### src/rtl/lenet_pkg.sv
`default_nettype none
// +----------------------------------------------------------------------------+
// | lenet_pkg                                                                  |
// | Shared types and constants for the lenet layer sequencer: layer and FSM    |
// | state enums, address widths, and the per-layer SRAM base address table.   |
// | Revision: 1.0                                                              |
// +----------------------------------------------------------------------------+
package lenet_pkg;

  localparam int NUM_LAYERS = 5;
  localparam int LAYER_W    = 3;
  localparam int ACT_AW     = 10;
  localparam int WGT_AW     = 16;
  localparam int SCALE_W    = 32;

  typedef enum logic [LAYER_W-1:0] {
    L_CONV1 = 3'd0,
    L_CONV2 = 3'd1,
    L_CONV3 = 3'd2,
    L_FC1   = 3'd3,
    L_FC2   = 3'd4
  } layer_e;

  typedef enum logic [2:0] {
    S_IDLE  = 3'd0,
    S_ISSUE = 3'd1,
    S_WAIT  = 3'd2,
    S_DONE  = 3'd3,
    S_ERROR = 3'd4
  } state_e;

  typedef struct packed {
    logic [ACT_AW-1:0] act_in_base;
    logic [ACT_AW-1:0] act_out_base;
    logic [WGT_AW-1:0] weight_base;
  } layer_cfg_t;

  // Activation regions chain: each layer's output region is the next layer's input.
  localparam logic [ACT_AW-1:0] ACT_BASE_CONV1_IN = 10'd0;
  localparam logic [ACT_AW-1:0] ACT_BASE_CONV2_IN = 10'd256;
  localparam logic [ACT_AW-1:0] ACT_BASE_CONV3_IN = 10'd592;
  localparam logic [ACT_AW-1:0] ACT_BASE_FC1_IN   = 10'd692;
  localparam logic [ACT_AW-1:0] ACT_BASE_FC2_IN   = 10'd722;
  localparam logic [ACT_AW-1:0] ACT_BASE_FC2_OUT  = 10'd743;

  localparam logic [WGT_AW-1:0] WGT_BASE_CONV1 = 16'd0;
  localparam logic [WGT_AW-1:0] WGT_BASE_CONV2 = 16'd40;
  localparam logic [WGT_AW-1:0] WGT_BASE_CONV3 = 16'd640;
  localparam logic [WGT_AW-1:0] WGT_BASE_FC1   = 16'd12640;
  localparam logic [WGT_AW-1:0] WGT_BASE_FC2   = 16'd15160;

  // Base address lookup; unused codes fall back to the CONV1 entry.
  function automatic layer_cfg_t layer_cfg(input layer_e id);
    layer_cfg_t cfg;
    cfg = '{ACT_BASE_CONV1_IN, ACT_BASE_CONV2_IN, WGT_BASE_CONV1};
    case (id)
      L_CONV2: cfg = '{ACT_BASE_CONV2_IN, ACT_BASE_CONV3_IN, WGT_BASE_CONV2};
      L_CONV3: cfg = '{ACT_BASE_CONV3_IN, ACT_BASE_FC1_IN,   WGT_BASE_CONV3};
      L_FC1:   cfg = '{ACT_BASE_FC1_IN,   ACT_BASE_FC2_IN,   WGT_BASE_FC1};
      L_FC2:   cfg = '{ACT_BASE_FC2_IN,   ACT_BASE_FC2_OUT,  WGT_BASE_FC2};
      default: cfg = '{ACT_BASE_CONV1_IN, ACT_BASE_CONV2_IN, WGT_BASE_CONV1};
    endcase
    return cfg;
  endfunction

endpackage
`default_nettype wire

### src/rtl/lenet_layer_cfg_rom.sv
`default_nettype none
// +----------------------------------------------------------------------------+
// | lenet_layer_cfg_rom                                                        |
// | Combinational per-layer configuration lookup.                              |
// | Ports:                                                                     |
// |   layer_id              in   layer being configured                        |
// |   scale_conv1..fc2      in   latched requant scales, one per layer         |
// |   cfg_act_in_base       out  activation input region base                  |
// |   cfg_act_out_base      out  activation output region base                 |
// |   cfg_weight_base       out  weight region base                            |
// |   cfg_scale             out  scale for the selected layer                  |
// | Revision: 1.0                                                              |
// +----------------------------------------------------------------------------+
module lenet_layer_cfg_rom
  import lenet_pkg::*;
(
  input  logic [LAYER_W-1:0] layer_id,
  input  logic [SCALE_W-1:0] scale_conv1,
  input  logic [SCALE_W-1:0] scale_conv2,
  input  logic [SCALE_W-1:0] scale_conv3,
  input  logic [SCALE_W-1:0] scale_fc1,
  input  logic [SCALE_W-1:0] scale_fc2,
  output logic [ACT_AW-1:0]  cfg_act_in_base,
  output logic [ACT_AW-1:0]  cfg_act_out_base,
  output logic [WGT_AW-1:0]  cfg_weight_base,
  output logic [SCALE_W-1:0] cfg_scale
);

  layer_cfg_t w_entry;

  always_comb begin
    w_entry   = layer_cfg(layer_e'(layer_id));
    cfg_scale = scale_conv1;
    case (layer_e'(layer_id))
      L_CONV2: cfg_scale = scale_conv2;
      L_CONV3: cfg_scale = scale_conv3;
      L_FC1:   cfg_scale = scale_fc1;
      L_FC2:   cfg_scale = scale_fc2;
      default: cfg_scale = scale_conv1;
    endcase
  end

  assign cfg_act_in_base  = w_entry.act_in_base;
  assign cfg_act_out_base = w_entry.act_out_base;
  assign cfg_weight_base  = w_entry.weight_base;

endmodule
`default_nettype wire

### src/rtl/lenet_layer_sequencer.sv
`default_nettype none
// +----------------------------------------------------------------------------+
// | lenet_layer_sequencer                                                      |
// | Steps the shared layer engine through CONV1, CONV2, CONV3, FC1, FC2.       |
// | Each layer gets one layer_start pulse with its addresses and scale, then   |
// | the sequencer waits for layer_done, timing the layer and guarding it with  |
// | a watchdog.                                                                |
// | Ports:                                                                     |
// |   clk, rst_n          clock, asynchronous active-low reset                 |
// |   compute_start       in   start request (honoured in IDLE/DONE/ERROR)     |
// |   compute_finish      out  level, network completed                        |
// |   compute_error       out  level, watchdog fired                           |
// |   busy                out  high while a layer is issued or running         |
// |   scale_*             in   per-layer requant scales, latched at start      |
// |   layer_start         out  one-cycle pulse to layer engine                 |
// |   layer_id            out  current layer (0=CONV1 .. 4=FC2)                |
// |   layer_done          in   one-cycle pulse from layer engine               |
// |   cfg_*               out  current layer configuration                     |
// |   perf_sel            in   layer select for cycle-count readout            |
// |   perf_cycles         out  cycles used by selected layer (0 for 5..7)      |
// | Revision: 1.0                                                              |
// +----------------------------------------------------------------------------+
module lenet_layer_sequencer
  import lenet_pkg::*;
#(
  parameter int TIMEOUT_CYCLES = 20000,
  parameter int CNT_W          = 32
) (
  input  logic               clk,
  input  logic               rst_n,
  input  logic               compute_start,
  output logic               compute_finish,
  output logic               compute_error,
  output logic               busy,
  input  logic [SCALE_W-1:0] scale_CONV1,
  input  logic [SCALE_W-1:0] scale_CONV2,
  input  logic [SCALE_W-1:0] scale_CONV3,
  input  logic [SCALE_W-1:0] scale_FC1,
  input  logic [SCALE_W-1:0] scale_FC2,
  output logic               layer_start,
  output logic [LAYER_W-1:0] layer_id,
  input  logic               layer_done,
  output logic [ACT_AW-1:0]  cfg_act_in_base,
  output logic [ACT_AW-1:0]  cfg_act_out_base,
  output logic [WGT_AW-1:0]  cfg_weight_base,
  output logic [SCALE_W-1:0] cfg_scale,
  input  logic [LAYER_W-1:0] perf_sel,
  output logic [CNT_W-1:0]   perf_cycles
);

  localparam logic [CNT_W-1:0] TIMEOUT_VAL = CNT_W'(TIMEOUT_CYCLES);

  state_e             r_state;
  state_e             w_state_nxt;
  layer_e             r_layer_id;
  logic [CNT_W-1:0]   r_cnt;
  logic [CNT_W-1:0]   w_cnt_inc;
  logic [CNT_W-1:0]   r_perf  [NUM_LAYERS];
  logic [SCALE_W-1:0] r_scale [NUM_LAYERS];
  logic               w_accept;
  logic               w_last_layer;
  logic               w_timeout;

  // Saturating increment: the counter parks at all-ones instead of wrapping.
  assign w_cnt_inc    = (&r_cnt) ? r_cnt : r_cnt + CNT_W'(1);
  assign w_last_layer = (r_layer_id == L_FC2);
  assign w_timeout    = (r_cnt >= TIMEOUT_VAL);
  assign layer_id     = r_layer_id;

  always_ff @(posedge clk or negedge rst_n) begin
    if (!rst_n) begin
      r_state <= S_IDLE;
    end else begin
      r_state <= w_state_nxt;
    end
  end

  always_comb begin
    w_state_nxt    = r_state;
    w_accept       = 1'b0;
    busy           = 1'b0;
    layer_start    = 1'b0;
    compute_finish = 1'b0;
    compute_error  = 1'b0;
    case (r_state)
      S_IDLE: begin
        if (compute_start) begin
          w_accept    = 1'b1;
          w_state_nxt = S_ISSUE;
        end
      end
      S_ISSUE: begin
        busy        = 1'b1;
        layer_start = 1'b1;
        w_state_nxt = S_WAIT;
      end
      S_WAIT: begin
        busy = 1'b1;
        // A done arriving on the timeout cycle still completes the layer.
        if (layer_done) begin
          w_state_nxt = w_last_layer ? S_DONE : S_ISSUE;
        end else if (w_timeout) begin
          w_state_nxt = S_ERROR;
        end
      end
      S_DONE: begin
        compute_finish = 1'b1;
        if (compute_start) begin
          w_accept    = 1'b1;
          w_state_nxt = S_ISSUE;
        end
      end
      S_ERROR: begin
        compute_error = 1'b1;
        if (compute_start) begin
          w_accept    = 1'b1;
          w_state_nxt = S_ISSUE;
        end
      end
      default: w_state_nxt = S_IDLE;
    endcase
  end

  always_ff @(posedge clk or negedge rst_n) begin
    if (!rst_n) begin
      r_layer_id <= L_CONV1;
      r_cnt      <= '0;
      for (int i = 0; i < NUM_LAYERS; i++) begin
        r_perf[i]  <= '0;
        r_scale[i] <= '0;
      end
    end else begin
      if (w_accept) begin
        r_layer_id <= L_CONV1;
        r_scale[0] <= scale_CONV1;
        r_scale[1] <= scale_CONV2;
        r_scale[2] <= scale_CONV3;
        r_scale[3] <= scale_FC1;
        r_scale[4] <= scale_FC2;
        for (int i = 0; i < NUM_LAYERS; i++) begin
          r_perf[i] <= '0;
        end
      end
      case (r_state)
        // Counting starts at 1 so the stored figure covers the ISSUE cycle too.
        S_ISSUE: r_cnt <= CNT_W'(1);
        S_WAIT: begin
          if (layer_done) begin
            r_perf[r_layer_id] <= w_cnt_inc;
            if (!w_last_layer) begin
              r_layer_id <= layer_e'(r_layer_id + 3'd1);
            end
          end else if (w_timeout) begin
            r_perf[r_layer_id] <= TIMEOUT_VAL;
          end else begin
            r_cnt <= w_cnt_inc;
          end
        end
        default: ;
      endcase
    end
  end

  always_comb begin
    perf_cycles = '0;
    for (int i = 0; i < NUM_LAYERS; i++) begin
      if (perf_sel == LAYER_W'(i)) begin
        perf_cycles = r_perf[i];
      end
    end
  end

  lenet_layer_cfg_rom u_cfg_rom (
    .layer_id         (r_layer_id),
    .scale_conv1      (r_scale[0]),
    .scale_conv2      (r_scale[1]),
    .scale_conv3      (r_scale[2]),
    .scale_fc1        (r_scale[3]),
    .scale_fc2        (r_scale[4]),
    .cfg_act_in_base  (cfg_act_in_base),
    .cfg_act_out_base (cfg_act_out_base),
    .cfg_weight_base  (cfg_weight_base),
    .cfg_scale        (cfg_scale)
  );

endmodule
`default_nettype wire

### config.mk
export PLATFORM = sky130hd
export DESIGN_NAME = lenet_layer_sequencer
export DESIGN_NICKNAME = d
export VERILOG_FILES = /design/src/rtl/lenet_pkg.sv /design/src/rtl/lenet_layer_cfg_rom.sv /design/src/rtl/lenet_layer_sequencer.sv
export SDC_FILE = /design/constraint.sdc
export NUM_CORES = 1
export LEC_CHECK = 0
export CORE_MARGIN = 10
export CORE_UTILIZATION = 50
export CTS_BUF_LIST = sky130_fd_sc_hd__clkbuf_4
export DETAILED_ROUTE_END_ITERATION = 10
export GPL_ROUTABILITY_DRIVEN = 0
export PLACE_DENSITY_LB_ADDON = 0.25
export SETUP_SLACK_MARGIN = 0.15
export SLEW_MARGIN = 25
export SYNTH_ARGS = -nofsm -noshare
export SYNTH_HDL_FRONTEND = slang
export SYNTH_SLANG_ARGS = --single-unit
### constraint.sdc
create_clock -name clk -period 3.6 [get_ports clk]
set_input_delay 1.08 -clock clk [delete_from_list [all_inputs] [get_ports clk]]
set_output_delay 1.08 -clock clk [all_outputs]
set_load 0.02 [all_outputs]
== After elaboration in Yosys (flattened, before gate mapping) ==
Cells that the tools add are included.
W data, S select, Z words.

* Bitwise operators: 4
* Order comparisons: 3
* $add $sub $neg: 2
* Reductions and logical operators: 9
* Mux-type cells: 33
* Equal/unequal tests: 16

{| class="wikitable"
|+ Operators by type and width
! operator !! count
|-
| $mux W160 || 4
|-
| $mux W32 || 9
|-
| $bwmux W160 || 1
|-
| $pmux W36 S4 || 1
|-
| $and A135 B135 Y135 || 1
|-
| $not A135 Y135 || 1
|-
| $pmux W32 S4 || 1
|-
| $demux W32 S3 || 1
|-
| $pmux W32 S2 || 1
|-
| $add A32 B1 Y32 const B || 1
|-
| $ge A32 B15 Y1 const B || 1
|-
| $reduce_and A32 Y1 || 1
|-
| $or A25 B25 Y25 || 1
|-
| $mux W3 || 7
|-
| $eq A3 B2 Y1 const B || 6
|-
| $eq A3 B1 Y1 const B || 3
|-
| $eq A3 B3 Y1 const B || 3
|-
| $pmux W3 S3 || 1
|-
| $logic_not A3 Y1 || 2
|-
| $mux W1 || 6
|-
| $ge A4 B4 Y1 const B || 1
|-
| $lt A4 B1 Y1 const B || 1
|-
| $ne A2 B2 Y1 const B || 2
|-
| $not A3 Y4 || 1
|-
| 10 further kinds || 10
|}

* Word-level logic and storage cells: 80
* Register bits: 358

== Longest topological paths before layout ==
* Depth in word-level cells: 10
* Gate-level depth with buffers: 11
* Mapped depth without buffers: 8

== Modules after synthesis ==
Synthesis repeated with hierarchy kept, for this count alone.

* Cells, all modules: 1808
* Area, all modules: 17484.3 um^2

{| class="wikitable"
|+ Modules (own cells, without submodules)
! module !! times used !! cells each !! area each (um^2) !! seq. area each (um^2)
|-
| lenet_layer_sequencer || 1 || 1538 || 15645.0 || 8958.6
|-
| lenet_layer_cfg_rom || 1 || 270 || 1839.3 || 0.0
|}

== Worst setup path after synthesis ==
No wires, ideal clock.

* Path kind: reg2out
* Start point: register r_layer_id[2], in the netlist layer_id[2]
* End point: output port cfg_scale[23]
* Path slack: -297 ps
* Data required time: 2520 ps
* Cell stages (with the launch flop): 11
* Buffers on the path: 4
* Arrival: 2817 ps
* Path through: dfrtp_1 > buf_1 > inv_1 > ha_1 > clkbuf_1 > nor2_1 > inv_1 > or3_1 > clkbuf_1 > buf_1 > a31oi_1

* Word-level cells in the longest chain between the ends: 2

{| class="wikitable"
|+ Ends and longest elaborated chain
! item !! line !! RTL
|-
| start, declared || lenet_layer_sequencer.sv:55 || <nowiki>layer_e r_layer_id;</nowiki>
|-
| start signal, assigned || lenet_layer_sequencer.sv:151 || <nowiki>r_layer_id <= layer_e'(r_layer_id + 3'd1);</nowiki>
|-
| $eq A3 B3 Y1 (tied with other cells) || lenet_layer_cfg_rom.sv:34 || <nowiki>case (layer_e'(layer_id))</nowiki>
|-
| $pmux W32 S4 (*) || lenet_layer_cfg_rom.sv:34 ||
|-
| end, declared || lenet_layer_sequencer.sv:46 || <nowiki>output logic [SCALE_W-1:0] cfg_scale,</nowiki>
|}

Mark *: on every way between the ends. The rest lies on a longest branch, timed or not.

== Worst setup path after layout ==
* Start point: register r_layer_id[0], in the netlist layer_id[0]
* End point: output port cfg_scale[22]

Same word-level chain as after synthesis.

==> results by group <==
Synth
  – Synth cell count leaders: nand2_1 (585), dfrtp_1 (358), clkbuf_1 (95), o21ai_0 (93), a22oi_1 (86)
  – Synth unique cells: 57
  – Main synth FF type: dfrtp_1
  – Sequential area share after synthesis: a little over half
  – Synth top area share: approximately 54%
  – Most area-hungry cell type in the Yosys netlist: dfrtp_1
  – Top-count cell post-synth: nand2_1
  – Post-synth ARST share: 100%
  – Flops & latches, synth: between 300 and 400
  – Post-Syn Instances: ~1,800
  – Synth Area per Inst: 9.18 µm²
  – EDFF count, synth: 0
  – Yosys warns: 0
  – Synth area leaders: dfrtp_1 (54%), nand2_1 (13%), a22oi_1 (3.9%), o21ai_0 (2.8%), a21oi_1 (2.5%)
  – Mapped cell area: roughly 16,000 µm²

Setup path
  – Critical path class: reg2out
  – Crit end category: output port
  – Crit path launch: layer_id[0]
  – CP arrival: around 2.7 ns
  – Worst Path Required: about 2.5 ns
  – Crit Path Max Fanout: 7
  – CP Launch Type: register
  – Reg-to-Reg Start: r_cnt[18]

STA
  – Slew Viols, Final: 0
  – Setup TNS: -5.83 ns
  – Final setup fails: 39
  – Final Skew: about 0.051 ns
  – F_max: 262 MHz
  – RSZ-0062 raised after global routing: yes
  – Final hold vios: 0
  – Tcrit/Tclk final: 106%
  – Rel. slew slack: a little under two fifths
  – Tightest Pin Transition: ~0.92 ns
  – Tmin final: between 3 and 4 ns
  – Setup ws final: -0.222 ns

Job
  – Max-cap violations: 0

Finish
  – Register area: between 8000 and 9000 µm²
  – Synth-to-layout area growth: 33.6%
  – Final instance count without filler cells: roughly 2,600
  – Layout filler cell count: approximately 2,600
  – Multi-input logic area: 7560 µm²
  – Nets: around 2,300
  – Proportion of layout cells with a drive suffix above 1: 20.3%

Power and ir drop
  – Lkg Pwr: approximately 10 nW
  – Power per cell area: between 800 and 900 nW/µm²
  – Total power: about 0.018 W
  – IR drop worst, VDD: ~0.66 mV

Die
  – Row Count: 66
  – DIE WIDTH: just over 200 µm
  – I/O Pins: ~270
  – CORE AREA: between 30,000 and 40,000 µm²
  – Starting Density: between 50% and 60%
  – Die area: 40,600 µm²
  – Die Height: 201 µm

Detailed routing
  – Antenna Nets Post-Route: 0
  – Remaining DRCs: 0
  – Routed length per instance: 20.5 µm
  – Via density: 5.75
  – Via Count: ~15,000
  – DR pass1 iterations: 6
  – Total Routed Length: 53,700 µm
  – DR iter-0 viols: between 1,000 and 1,500

Clock tree
  – CTS clk-pin slew, worst paths: 0.07 ns
  – Cts bufs inserted: 93
  – TritonCTS clock tree: yes
  – H-tree levels: 3
  – Clk Latency, worst-skew pair: about 0.75 ns
  – CTS sink count: about 360
  – Deepest clock path buffer count: 3
  – Clk root buf: clkbuf_4

Placement
  – Hpwl dp: 35,700 µm
  – Port buffer count: ~260
  – Pre-CTS WS: -0.591 ns
  – Placed cell count: 2,431

Global route
  – Initial antenna violation count: 3
  – GRT overflow: 0
  – Vias in the first global route: roughly 15,000
  – Largest net degree at the start of global routing: 163
  – First-pass GRT wire length: ~85,000 µm
  – Gr usage total: about 26%

Outcome
  – Failing checks: setup timing
  – Outcome: finished, violations left

Worst hold path
  – Worst min path class: in2async
[logic make-up after synthesis]
group | share of synthesized area, %
mux | 2.84
buf+inv | 4.73
other cells | 0.0228
fa+ha+maj | 0.532
xor+xnor | 1.17
compound gates | 16.7
simple gates | 19.6
flops | 54.4
[registers in the layout (all words and copies together) (netlist names)]
signal,count
r_perf,160
r_scale,160
r_cnt,32
layer_id,3
r_state,3
[layer usage]
metal | share of wire, % | wire (µm) | track usage, %
met1 | 41 | 21800 | 32.9
met2 | 48 | 25800 | 41.9
met3 | 9.3 | 4980 | 7.34
met4 | 2.1 | 1140 | 7.92
met5 | 0.074 | 40 | 0
[layout make-up]
| type | count | area share (%) |
|---|---|---|
| Clock inverter | 24 | 0.558 |
| Tap cell | 442 | 2.52 |
| Multi-Input combinational cell | 1266 | 34.4 |
| Sequential cell | 358 | 40.8 |
| Clock buffer | 138 | 4.71 |
| Inverter | 26 | 0.455 |
| Timing Repair Buffer | 364 | 16.6 |
| Antenna cell | 1 | 0.0114 |
[through the flow]
stage | cell area (µm²) | hold WS [ns] | utilization (%)
global route | 22000 | 0.296 | 67.5
floorplan | 17000 | 0.445 | -
CTS | 22000 | 0.283 | 67.5
detailed placement | 20300 | 0.463 | 62.4
global placement | 20300 | 0.458 | 62.4
finish | 22000 | 0.289 | 67.5
[what timing repair did]
item,4_1_cts,5_1_grt
pin swaps,6,2
gates cloned,6,1
gates resized for setup,457,40
buffers inserted,12,6
hold buffers,0,0
setup endpoints to repair,93,79
[path summary, 6_finish.rpt]
path,slack [ns],end,cells past startpoint
setup / recovery,-0.22,cfg_scale[22],9
hold / removal,0.29,r_perf[47],1
setup reg to reg,0.61,r_perf[117],6
hold reg to reg,0.48,r_scale[64],2
max in group asynchronous,2.38,r_scale[74],3
min in group clk,0.48,r_scale[64],2
[report_power, final]
group / switching [W] / leakage (nW) / internal (W)
sequential: 0.000710 / 4.73 / 0.00504
combinational: 0.00537 / 4.79 / 0.00386
clock: 0.00166 / 0.691 / 0.00181
[worst max-delay path, cell delays in order, from the launching register on]
cell and delay, ns:
dfrtp_2 0.45, ha_2 0.21, ha_4 0.16, nor2_1 0.08, inv_1 0.06, or3_4 0.40, buf_6 0.17, buf_16 0.15
a31oi_4 0.20, buf_6 0.15
[cell usage in the layout, fill, tap and decap left out, types with 23 or more instances in the layout]
| cell type | count |
|---|---|
| a21oi_1 | 82 |
| a22o_1 | 31 |
| a22oi_1 | 86 |
| a31oi_4 | 32 |
| buf_2 | 33 |
| buf_4 | 76 |
| buf_6 | 41 |
| clkbuf_4 | 138 |
| clkdlybuf4s50_1 | 167 |
| dfrtp_1 | 355 |
| inv_1 | 24 |
| mux2i_1 | 23 |
| nand2_1 | 585 |
| nor2_1 | 47 |
| nor2_4 | 26 |
| o21ai_0 | 85 |
| o22ai_1 | 23 |
| o2bb2ai_1 | 41 |
(Power assumes the default switching activity.)
